===== src/rtl/lsu_arbiter.sv =====
// lsu_arbiter: shares one load/store unit between the pipeline MEM stage
// (port 0) and a debug/loader master (port 1).
//
// Each transaction is latched at grant and replayed on the LSU with a stable
// address for RD_LAT cycles, so that loads see valid data and sub-word stores
// (sb/sh) see valid merge data before the single-cycle write strobe.
// Simultaneous requests are served round-robin; port 0 is stalled while it waits.
//
// Ports:
//   i_clk, i_rst          clock, synchronous active-high reset
//   i_pN_req/addr/wdata/we/op   request N (held stable until o_pN_done)
//   o_pN_done/err/rdata   one-cycle completion pulse, illegal-store flag, load data
//   o_p0_stall            pipeline stall (i_p0_req & ~o_p0_done)
//   o_lsu_addr/st_data/wren/op  registered LSU drive
//   i_lsu_ld_data         LSU load data
//   o_busy                high whenever the FSM is not IDLE
module lsu_arbiter #(
   parameter int RD_LAT = 1
) (
   input  logic        i_clk,
   input  logic        i_rst,
   input  logic        i_p0_req,
   input  logic [31:0] i_p0_addr,
   input  logic [31:0] i_p0_wdata,
   input  logic        i_p0_we,
   input  logic [2:0]  i_p0_op,
   output logic        o_p0_done,
   output logic        o_p0_err,
   output logic [31:0] o_p0_rdata,
   output logic        o_p0_stall,
   input  logic        i_p1_req,
   input  logic [31:0] i_p1_addr,
   input  logic [31:0] i_p1_wdata,
   input  logic        i_p1_we,
   input  logic [2:0]  i_p1_op,
   output logic        o_p1_done,
   output logic        o_p1_err,
   output logic [31:0] o_p1_rdata,
   output logic [31:0] o_lsu_addr,
   output logic [31:0] o_lsu_st_data,
   output logic        o_lsu_wren,
   output logic [2:0]  o_lsu_op,
   input  logic [31:0] i_lsu_ld_data,
   output logic        o_busy
);

   typedef enum logic [1:0] {
      IDLE   = 2'd0,
      ACCESS = 2'd1,
      WRITE  = 2'd2,
      DONE   = 2'd3
   } state_t;

   localparam logic [2:0] LAST_CNT = 3'(RD_LAT - 1);

   // Only sb, sh and sw are valid store encodings.
   function automatic logic store_op_legal(input logic [2:0] op);
      case (op)
         3'b000, 3'b001, 3'b010: store_op_legal = 1'b1;
         default:                store_op_legal = 1'b0;
      endcase
   endfunction

   state_t      state_r, state_s;
   logic [2:0]  cnt_r, cnt_s;
   logic        last_grant_r, last_grant_s;
   logic        port_r, port_s;
   logic [31:0] addr_r, addr_s;
   logic [31:0] wdata_r, wdata_s;
   logic        we_r, we_s;
   logic [2:0]  op_r, op_s;
   logic        err_r, err_s;
   logic        sel_s, req_we_s, capture_s, lsu_active_s;
   logic [2:0]  req_op_s;

   logic [31:0] lsu_addr_r, lsu_addr_s;
   logic [31:0] lsu_st_data_r, lsu_st_data_s;
   logic        lsu_wren_r, lsu_wren_s;
   logic [2:0]  lsu_op_r, lsu_op_s;
   logic        busy_r, busy_s;
   logic        done0_r, done0_s, done1_r, done1_s;
   logic        err0_r, err0_s, err1_r, err1_s;
   logic [31:0] rdata0_r, rdata1_r;

   // Next-state, transaction latch and next registered-output logic.
   always_comb begin
      state_s      = state_r;
      cnt_s        = cnt_r;
      last_grant_s = last_grant_r;
      port_s       = port_r;
      addr_s       = addr_r;
      wdata_s      = wdata_r;
      we_s         = we_r;
      op_s         = op_r;
      err_s        = err_r;
      capture_s    = 1'b0;

      // Round-robin: on a tie the port that was not served last wins.
      if (i_p0_req && i_p1_req) begin
         sel_s = ~last_grant_r;
      end else if (i_p1_req) begin
         sel_s = 1'b1;
      end else begin
         sel_s = 1'b0;
      end
      req_we_s = sel_s ? i_p1_we : i_p0_we;
      req_op_s = sel_s ? i_p1_op : i_p0_op;

      case (state_r)
         IDLE: begin
            if (i_p0_req || i_p1_req) begin
               port_s  = sel_s;
               addr_s  = sel_s ? i_p1_addr  : i_p0_addr;
               wdata_s = sel_s ? i_p1_wdata : i_p0_wdata;
               we_s    = req_we_s;
               op_s    = req_op_s;
               cnt_s   = 3'd0;
               if (req_we_s && !store_op_legal(req_op_s)) begin
                  err_s   = 1'b1;
                  state_s = DONE;
               end else if (req_we_s && (req_op_s == 3'b010)) begin
                  // Full-word store needs no merge data: write immediately.
                  err_s   = 1'b0;
                  state_s = WRITE;
               end else begin
                  err_s   = 1'b0;
                  state_s = ACCESS;
               end
            end else begin
               state_s = IDLE;
            end
         end
         ACCESS: begin
            cnt_s = cnt_r + 3'd1;
            if (cnt_r == LAST_CNT) begin
               if (we_r) begin
                  state_s = WRITE;
               end else begin
                  capture_s = 1'b1;
                  state_s   = DONE;
               end
            end else begin
               state_s = ACCESS;
            end
         end
         WRITE: begin
            state_s = DONE;
         end
         DONE: begin
            last_grant_s = port_r;
            state_s      = IDLE;
         end
         default: begin
            state_s = IDLE;
         end
      endcase

      // Outputs are registered from the next state, so they line up with it.
      lsu_active_s  = (state_s == ACCESS) || (state_s == WRITE);
      lsu_addr_s    = lsu_active_s ? addr_s : 32'd0;
      lsu_op_s      = lsu_active_s ? op_s : 3'd0;
      lsu_wren_s    = (state_s == WRITE);
      lsu_st_data_s = (state_s == WRITE) ? wdata_s : 32'd0;
      busy_s        = (state_s != IDLE);
      done0_s       = (state_s == DONE) && !port_s;
      done1_s       = (state_s == DONE) && port_s;
      err0_s        = done0_s && err_s;
      err1_s        = done1_s && err_s;
   end

   // State, transaction and output registers.
   always_ff @(posedge i_clk) begin
      if (i_rst) begin
         state_r       <= IDLE;
         cnt_r         <= 3'd0;
         last_grant_r  <= 1'b1;
         port_r        <= 1'b0;
         addr_r        <= 32'd0;
         wdata_r       <= 32'd0;
         we_r          <= 1'b0;
         op_r          <= 3'd0;
         err_r         <= 1'b0;
         lsu_addr_r    <= 32'd0;
         lsu_st_data_r <= 32'd0;
         lsu_wren_r    <= 1'b0;
         lsu_op_r      <= 3'd0;
         busy_r        <= 1'b0;
         done0_r       <= 1'b0;
         done1_r       <= 1'b0;
         err0_r        <= 1'b0;
         err1_r        <= 1'b0;
         rdata0_r      <= 32'd0;
         rdata1_r      <= 32'd0;
      end else begin
         state_r       <= state_s;
         cnt_r         <= cnt_s;
         last_grant_r  <= last_grant_s;
         port_r        <= port_s;
         addr_r        <= addr_s;
         wdata_r       <= wdata_s;
         we_r          <= we_s;
         op_r          <= op_s;
         err_r         <= err_s;
         lsu_addr_r    <= lsu_addr_s;
         lsu_st_data_r <= lsu_st_data_s;
         lsu_wren_r    <= lsu_wren_s;
         lsu_op_r      <= lsu_op_s;
         busy_r        <= busy_s;
         done0_r       <= done0_s;
         done1_r       <= done1_s;
         err0_r        <= err0_s;
         err1_r        <= err1_s;
         // Load data is held per port until that port's next load.
         if (capture_s && !port_r) begin
            rdata0_r <= i_lsu_ld_data;
         end
         if (capture_s && port_r) begin
            rdata1_r <= i_lsu_ld_data;
         end
      end
   end

   assign o_lsu_addr    = lsu_addr_r;
   assign o_lsu_st_data = lsu_st_data_r;
   assign o_lsu_wren    = lsu_wren_r;
   assign o_lsu_op      = lsu_op_r;
   assign o_busy        = busy_r;
   assign o_p0_done     = done0_r;
   assign o_p1_done     = done1_r;
   assign o_p0_err      = err0_r;
   assign o_p1_err      = err1_r;
   assign o_p0_rdata    = rdata0_r;
   assign o_p1_rdata    = rdata1_r;
   assign o_p0_stall    = i_p0_req & ~done0_r;

endmodule


===== config.mk =====
export PLATFORM = sky130hd
export DESIGN_NAME = lsu_arbiter
export DESIGN_NICKNAME = d
export VERILOG_FILES = /design/src/rtl/lsu_arbiter.sv
export SDC_FILE = /design/constraint.sdc
export NUM_CORES = 1
export LEC_CHECK = 0
export BUFFER_PORTS_ARGS = -buffer_cell sky130_fd_sc_hd__buf_2
export CORE_AREA = 4 4 137 139
export DETAILED_ROUTE_END_ITERATION = 16
export DIE_AREA = 0 0 141 143
export PLACE_DENSITY = 0.8
export SLEW_MARGIN = 40
export SYNTH_ARGS = -nofsm -noshare
export SYNTH_HDL_FRONTEND = slang
export SYNTH_SLANG_ARGS = --single-unit

===== constraint.sdc =====
create_clock -name i_clk -period 6.9 [get_ports i_clk]
set_input_delay 0.69 -clock i_clk [delete_from_list [all_inputs] [get_ports i_clk]]
set_output_delay 0.69 -clock i_clk [all_outputs]
set_load 0.05 [all_outputs]

; Word level (Yosys, flattened, before mapping)
; Cells that the tools add are included.
[word_totals]
elab_cells = 90
out_inout_bits = 138
ff_bits = 213
in_bits = 172
[op_classes]
n_eq_ne = 9
n_addsub = 1
mux = 31
n_reduce_logical = 24
bitwise = 5
[op_table]
columns = operator, count
row1 = two-way mux 32 bit, 6
row2 = two-way mux 1 bit, 15
row3 = two-way mux 3 bit, 4
row4 = logical AND 1 bit, 9
row5 = equality test 2 bit (second input constant), 4
row6 = two-way mux 2 bit, 4
row7 = one-hot mux 2 bit (4 select lines), 1
row8 = logical NOT 3 bit, 2
row9 = one-hot mux 3 bit (2 select lines), 1
row10 = equality test 2 x 1 -> 1 bit (second input constant), 2
row11 = NOT 1 bit, 4
row12 = AND reduction 2 bit, 2
row13 = nonzero test 2 bit, 2
row14 = OR reduction 2 bit, 2
row15 = adder 3 x 1 -> 3 bit (second input constant), 1
row16 = equality test 3 x 1 -> 1 bit (second input constant), 1
row17 = equality test 3 x 2 -> 1 bit (second input constant), 1
row18 = logical NOT 1 bit, 3
row19 = OR reduction 3 bit, 1
row20 = logical NOT 2 bit, 1
row21 = logical OR 1 bit, 2
row22 = != test 2 bit (second input constant), 1
row23 = AND 1 bit, 1

; Depth between registers and ports, before layout
; Gate-level depths: netlist of the first run.
[depth]
depth_word = 17
depth_mapped = 11
ltp_nobuf = 9

; Worst setup path after synthesis of the first run
; Ideal clock, no wire load.
[synth_timing]
kind = input to register
from = in i_p0_req
to = reg lsu_addr_r[0] (netlist: o_lsu_addr[0])
n_path_buf = 5
slack_ns = 4.199
cell_stages = 10
t_required_ns = 6.772
setup_ns = 0.128
t_arrival_ns = 2.574
cell_sequence = buf_2 -> o21a_1 -> buf_2 -> buf_4 -> a221oi_2 -> ha_1 -> nand2b_1 -> buf_1 -> clkbuf_1 -> nor2_1
[synth_via]
elab_chain_len = 17
elab_cells_between_ends = 27
classes_between = eq/ne: 4 / mux: 13 / bitwise: 1 / reduce/logical: 9
[synth_lines]
columns = element, line
row1 = "start, declared", 22  ; input logic i_p0_req,
row2 = logical AND 1 bit, 99  ; if (i_p0_req && i_p1_req) begin
row3 = two-way mux 1 bit, 99
row4 = two-way mux 3 bit, 107  ; req_op_s = sel_s ? i_p1_op : i_p0_op;
row5 = "equality test 3 x 2 -> 1 bit, or another cell as far along", "58, 121"
row6 = OR reduction 3 bit, 58  ; case (op)
row7 = two-way mux 1 bit, 58
row8 = two-way mux 1 bit, 111  ; if (i_p0_req || i_p1_req) begin
row9 = two-way mux 1 bit, 109  ; case (state_r)
row10 = logical NOT 1 bit, 118  ; if (req_we_s && !store_op_legal(req_op_s)) begin
row11 = logical AND 1 bit, 118
row12 = two-way mux 2 bit, 118
row13 = two-way mux 2 bit, 111
row14 = one-hot mux 2 bit (4 select lines), 109
row15 = equality test 2 x 1 -> 1 bit / equality test 2 bit (equally long branches), 159  ; lsu_active_s = (state_s == ACCESS) || (state_s == WRITE);
row16 = logical OR 1 bit, 159
row17 = NOT 1 bit (no source line), n/a
row18 = OR reduction 2 bit (no source line), n/a
row19 = "end signal, assigned", 204  ; lsu_addr_r <= lsu_addr_s;
row20 = "end, declared", 76  ; logic [31:0] lsu_addr_r, lsu_addr_s;
; Several ways; a longest one is shown, not always the timed one. The select of a mux whose other input is x is not followed.
; A chain may end at the register's enable or synchronous reset.

; Worst setup path after layout of the first run
[layout_timing]
from = reg cnt_r[0]
to = reg lsu_addr_r[11] (netlist: o_lsu_addr[11])
[layout_via]
elab_chain_len = 7
elab_cells_between_ends = 8
classes_between = eq/ne: 2 / mux: 2 / bitwise: 1 / reduce/logical: 3
[layout_lines]
columns = element, line
row1 = "start, declared", 65  ; logic [2:0] cnt_r, cnt_s;
row2 = "start signal, assigned", 196  ; cnt_r <= cnt_s;
row3 = logical NOT 3 bit (*), 135  ; if (cnt_r == LAST_CNT) begin
row4 = two-way mux 2 bit (*), 135
row5 = one-hot mux 2 bit (4 select lines) (*), 109
row6 = equality test 2 x 1 -> 1 bit / equality test 2 bit (equally long branches), 159
row7 = logical OR 1 bit (*), 159
row8 = NOT 1 bit (no source line) (*), n/a
row9 = OR reduction 2 bit (no source line) (*), n/a
; Mark *: on every way between the ends. The rest lies on a longest branch, timed or not.

==> results.cfg, run 1 <==
[critical_path]
reg2regPathDepth = 8
end_kind = register
path_max_fanout = 35
timing.rr.start = cnt_r[0]$_SDFFE_PP0P_
crit_start = cnt_r[0]$_SDFFE_PP0P_
required_ns = 7.25
critPathKind = reg2reg
rr_endpoint = o_lsu_addr[11]$_SDFF_PP0_
critPathLaunchType = register
crit_arrival_ns = 2.85
r2r_setup_slack_ns = 4.41
endpoint = o_lsu_addr[11]$_SDFF_PP0_

[final_layout]
area_growth_pct = 30.5
nFillCells = 1558
insertedDiodeCount = 0
drive_above_1_share = 0.386
fin_cells = 1331
final_nets = 1266
final_cell_mix = buf_2 (308), dfxtp_1 (213), nor2_1 (148), nand2_1 (129)
final_util = 0.576
final_common_cell = buf_2

[yosys]
ys_seq_area_frac = 0.547
synth_top_area_frac = 0.547
yosys-top-cells-area = dfxtp_1 (55%), mux2_2 (9.7%), mux2i_1 (8.9%)
synth-seq-cells = 213
synth.distinct_cells = 34
syn_area_um2 = 7790
synth_nets = 977
syn_avg_cell_area_um2 = 9.74
synthCells = 800
yosysWarnings = 0
yosysTopAreaCell = dfxtp_1

[cts]
htreeDepth = 1
cts_tree = done
cts_hold_buf = 0
numCtsBuffers = 22
cts_sinks = 213
cts_setup_buffers = 0
clock_latency_ns = 0.48
clk_pin_slew_worst_paths_ns = 0.06
clk_path_buf_depth = 3
cts_resized = 0
root_buffer = clkbuf_16

[placed_design]
gp_congestion = 0.868
io_buffers = 309
place_ws_ns = 4.14
dp.cells = 1294
place.detailed.hpwl_um = 14000

[power]
ir_drop_mv = 0.224
p_total_mw = 3.88
pwr_density_cell_nw_per_um2 = 382
leakagePower_nw = 4.73

[route]
drt_wl_total_um = 19900
firstDrtPassIters = 5
wl_per_cell_um = 14.9
ant_nets = 0
num_vias = 6459
drt_iter0_drc = 271
viasPerCell = 4.85
drc = 0

[floorplanning]
pin_count = 310
die_h_um = 143
die_w_um = 141
rows = 49
dieArea_um2 = 20200
core_area_um2 = 17700
start_util = 0.441

[flow_run]
cap_violations = 0

[timing]
hold_viol = 0
setup_tns_ns = 0
finClkSkew_ns = 0.00735
clock.fmax_mhz = 401
slew_headroom = 0.530
timing.final.ws_setup_ns = 4.41
rsz0062_at_grt = false
worst_pin_slew_ns = 0.705
setup_viol = 0
fin_crit_sh = 0.361
drv_slew = 0
fin_crit_ns = 2.49

[grt]
grt_pass1_vias = 6127
grtUsageTotal = 0.185
grt_pass1_wl_um = 30800
grt_overflow = 0
antenna_found_initial = 0
grt_start_max_net_pins = 79

[run_status]
status = completed

[worst_hold_path]
min_path_type = reg2reg
-- layout make-up --
cell class	count	area (um^2)	share of cell area
clock buffers	34	687	0.0676
inverters	7	26.3	0.00258
well taps	229	287	0.0282
multi-input cells	527	3230	0.318
flip-flops and latches	213	4260	0.419
repair buffers	318	1630	0.160
clock inverters	3	46.3	0.00455
-- logic make-up (layout without fill, tap and decap cells) --
kind of cell               count (synthesis)  after routing  synth area share
DFF                                      213            213             0.547
muxes                                    136            136             0.185
adders and majority gates                  5              5           0.00803
AOI/OAI and AO/OA                         81             81            0.0586
buffers and inverters                     60            362            0.0390
and+or+nand+nor                          305            305             0.162
-- worst min path at each step --
stage | startpoint | cells past startpoint | end | slack, ns
global placement | o_p1_rdata[17]$_SDFFE_PP0P_ | 2 | o_p1_rdata[17]$_SDFFE_PP0P_ | 0.44
detailed placement | o_p1_rdata[28]$_SDFFE_PP0P_ | 2 | o_p1_rdata[28]$_SDFFE_PP0P_ | 0.44
CTS | i_lsu_ld_data[4] | 3 | o_p0_rdata[4]$_SDFFE_PP0P_ | 0.43
finish | o_p1_rdata[28]$_SDFFE_PP0P_ | 2 | o_p1_rdata[28]$_SDFFE_PP0P_ | 0.45
floorplan | addr_r[0]$_SDFF_PP0_ | 2 | addr_r[0]$_SDFF_PP0_ | 0.46
global route | i_lsu_ld_data[13] | 3 | o_p0_rdata[13]$_SDFFE_PP0P_ | 0.44
-- stage by stage --
stage / area (um^2) / hold WS (ns)
after floorplan: 7790 / 0.456
after global placement: 9420 / 0.438
after detailed placement: 9430 / 0.443
after CTS: 10200 / 0.434
after global routing: 10200 / 0.441
final: 10200 / 0.448
-- cells in the mapped netlist --
library cell,count
nor3b_4,2
a21oi_1,69
dfxtp_1,213
a211oi_1,2
nand2b_1,5
nor4_1,1
nand3_1,1
a221oi_2,1
a21boi_4,1
a32o_1,1
buf_6,2
nor4bb_1,2
o21a_1,1
o21ai_0,2
o31ai_1,1
buf_2,15
or3b_1,1
nor2_1,148
buf_4,12
ha_1,5
nand2_1,129
nand4bb_1,1
nand3b_1,4
a311o_1,1
a21bo_2,1
buf_1,1
nor3_1,5
clkbuf_1,23
inv_1,7
mux2i_1,69
mux2_2,67
and4bb_2,1
nor2b_1,5
a21boi_0,1
-- power by group --
group / internal (mW) / switching [mW] / leakage (nW)
combinational: 0.358 / 0.852 / 2.63
clock: 0.720 / 0.451 / 0.363
sequential: 1.43 / 0.0731 / 1.74
-- sequential cells by signal, indices dropped and copies added (netlist names) --
| register | cells |
|---|---|
| o_p0_rdata | 32 |
| cnt_r | 3 |
| err_r | 1 |
| o_p0_done | 1 |
| op_r | 3 |
| wdata_r | 32 |
| port_r | 1 |
| o_lsu_wren | 1 |
| o_p1_rdata | 32 |
| addr_r | 32 |
| o_lsu_addr | 32 |
| o_p1_done | 1 |
| o_p0_err | 1 |
| o_p1_err | 1 |
| o_lsu_st_data | 32 |
| o_busy | 1 |
| o_lsu_op | 3 |
| state_r | 2 |
| last_grant_r | 1 |
| we_r | 1 |
-- per-layer routing --
| layer | wire length, um | track usage | vias to the layer above |
|---|---|---|---|
| met4 | 342 | 0.0469 | 0 |
| met3 | 1690 | 0.0469 | 26 |
| met2 | 9990 | 0.331 | 245 |
| met1 | 7830 | 0.224 | 2980 |
| li1 | - | - | 3208 |
| met5 | 0 | 0 | - |
-- worst max-delay path: stages (launching register included) --
cell and delay (ns):
dfxtp_1 0.38, inv_1 0.06, ha_1 0.21, and4bb_2 0.28
nor4_1 0.55, ha_1 0.34, nand2b_1 0.07, buf_4 0.35
nor2_1 0.10
Power figures use the tool's default switching activity.
==> inputs of run 2 (changes only) <==
CORE_AREA = 4 4 139 141   (was 4 4 137 139)
DIE_AREA = 0 0 143 145   (was 0 0 141 143)
PLACE_DENSITY = 0.81   (was 0.8)
clock period = 2.2 ns   (was 6.9 ns; I/O delays follow)
==> run 2 against run 1 <==
Clock skew is essentially flat. First-iteration DRC count shrank 1.5%. Hold slack lost 0.33 ns. Sequential share of layout area shrank 2.1 points. Utilization grew 2.1 points. Final cell count grew 3.1%. Setup slack lost 4.3 ns. Via count grew 4.2%. Total power grew to 3.3 times the previous value. Sequential cell count is the same. Register-to-register slack lost 4.3 ns. Clock power grew to 3.5 times the previous value.
==> results.cfg, run 2 (synthesis gave the netlist of run 1 again) <==
[cts]
cts_sinks = 213
cts_tree = done
cts_setup_buffers = 0
root_buffer = clkbuf_16
clk_pin_slew_worst_paths_ns = 0.06
clk_path_buf_depth = 3
htreeDepth = 1
clock_latency_ns = 0.49
numCtsBuffers = 22

[floorplanning]
die_w_um = 143
die_h_um = 145
pin_count = 310
rows = 49
start_util = 0.434
core_area_um2 = 18000
dieArea_um2 = 20700

[grt]
grt_overflow = 0
grt_pass1_vias = 6723
grt_pass1_wl_um = 33600
grtUsageTotal = 0.196
antenna_found_initial = 0
grt_start_max_net_pins = 70

[route]
ant_nets = 0
drt_iter0_drc = 267
met1_length_um = 8020
wl_per_cell_um = 15.9
top_layer = met4
drt_wl_total_um = 21800
drc = 0
wl_met2_um = 11300
viasPerCell = 4.91
num_vias = 6730
met3_length_um = 1970
firstDrtPassIters = 5

[timing]
worst_pin_slew_ns = 0.629
hold_ws_ns = 0.116
clock.fmax_mhz = 484
finClkSkew_ns = 0.00779
slew_headroom = 0.580
hold_viol = 0
setup_viol = 0
setup_tns_ns = 0
drv_slew = 0
fin_crit_sh = 0.939
rsz0062_at_grt = false
fin_crit_ns = 2.07

[placed_design]
io_buffers = 309
place.detailed.hpwl_um = 14800
gp_congestion = 0.810
dp.cells = 1300

[final_layout]
final_cell_mix = buf_2 (308), dfxtp_1 (213), nor2_1 (148), nand2_1 (129)
drive_above_1_share = 0.381
fin_cells = 1372
final_common_cell = buf_2
insertedDiodeCount = 0
final_nets = 1305
area_growth_pct = 37.5

[power]
internal_power_mw = 8.40
switching_share = 0.347
ir_drop_mv = 0.942
p_total_mw = 12.9
power_frac_clock = 0.319
p_sw_mw = 4.46
seq_power_share = 0.366
pwr_density_cell_nw_per_um2 = 1200
p_comb_frac = 0.315
leakagePower_nw = 4.98

[critical_path]
required_ns = 2.57
path_max_fanout = 35
critPathKind = reg2reg
end_kind = register
crit_arrival_ns = 2.44
r2r_setup_slack_ns = 0.13
critPathLaunchType = register

[run_status]
status = completed

[flow_run]
cap_violations = 0

[worst_hold_path]
min_path_type = in2reg
run 2: cell count changes in the layout (fill, tap and decap cells not counted), sizes merged:
| cell | delta |
|---|---|
| buf | +6 |
| bufinv | +4 |
| clkbuf | -1 |
| dlygate4sd3 | +32 |
run 2: through the flow:
stage,cell area [um^2],utilization,setup slack [ns]
floorplan,7800,-,-0.0317
CTS,10700,0.594,0.0835
detailed placement,9540,0.531,0.120
global placement,9540,0.531,0.157
global route,10700,0.597,0.00567
finish,10700,0.597,0.133
run 2: worst max-delay path, stage by stage, from the launching register on:
cell and delay [ns]:
dfxtp_1 0.37, inv_1 0.06, ha_1 0.20, and4bb_2 0.27
nor4_2 0.25, buf_4 0.16, ha_1 0.21, nand2b_1 0.12
buf_12 0.20, nor2_1 0.08
run 2: layout make-up:
type | instances | area, um^2
clock buffer | 32 | 649
clock inverter | 7 | 164
fill | 1469 | 7250
inverter | 7 | 26.3
multi-input combinational | 527 | 3240
sequential | 213 | 4260
tap | 229 | 287
timing repair buffer | 357 | 2080
run 2: final timing paths:
check | start | to | cells past startpoint
setup / recovery | cnt_r[0]$_SDFFE_PP0P_ | o_lsu_addr[13]$_SDFF_PP0_ | 9
hold / removal | i_p0_addr[15] | o_lsu_addr[15]$_SDFF_PP0_ | 4
setup reg to reg | cnt_r[0]$_SDFFE_PP0P_ | o_lsu_addr[13]$_SDFF_PP0_ | 9
hold reg to reg | o_p0_rdata[28]$_SDFFE_PP0P_ | o_p0_rdata[28]$_SDFFE_PP0P_ | 2
run 2: routing by layer:
| metal | up-vias | GRT usage |
|---|---|---|
| met2 | 261 | 0.361 |
| met4 | 0 | 0.0542 |
| li1 | 3291 | - |
| met3 | 44 | 0.0576 |
| met1 | 3134 | 0.217 |
| met5 | - | 0 |
run 2: power groups by stage:
stage	clock (mW)	sequential (mW)	combinational [mW]
detailed placement	0	4.78	3.97
floorplan	0	6.00	1.72
finish	4.10	4.71	4.05
global route	4.35	4.77	4.36
global placement	0	4.76	3.90
CTS	4.18	4.71	4.03
run 2: repair_timing:
action / 4_1_cts / 5_1_grt
hold endpoints to repair: 56 / 0
resized for setup: 0 / 3
hold buffers: 32 / 0
setup endpoints to repair: 0 / 68
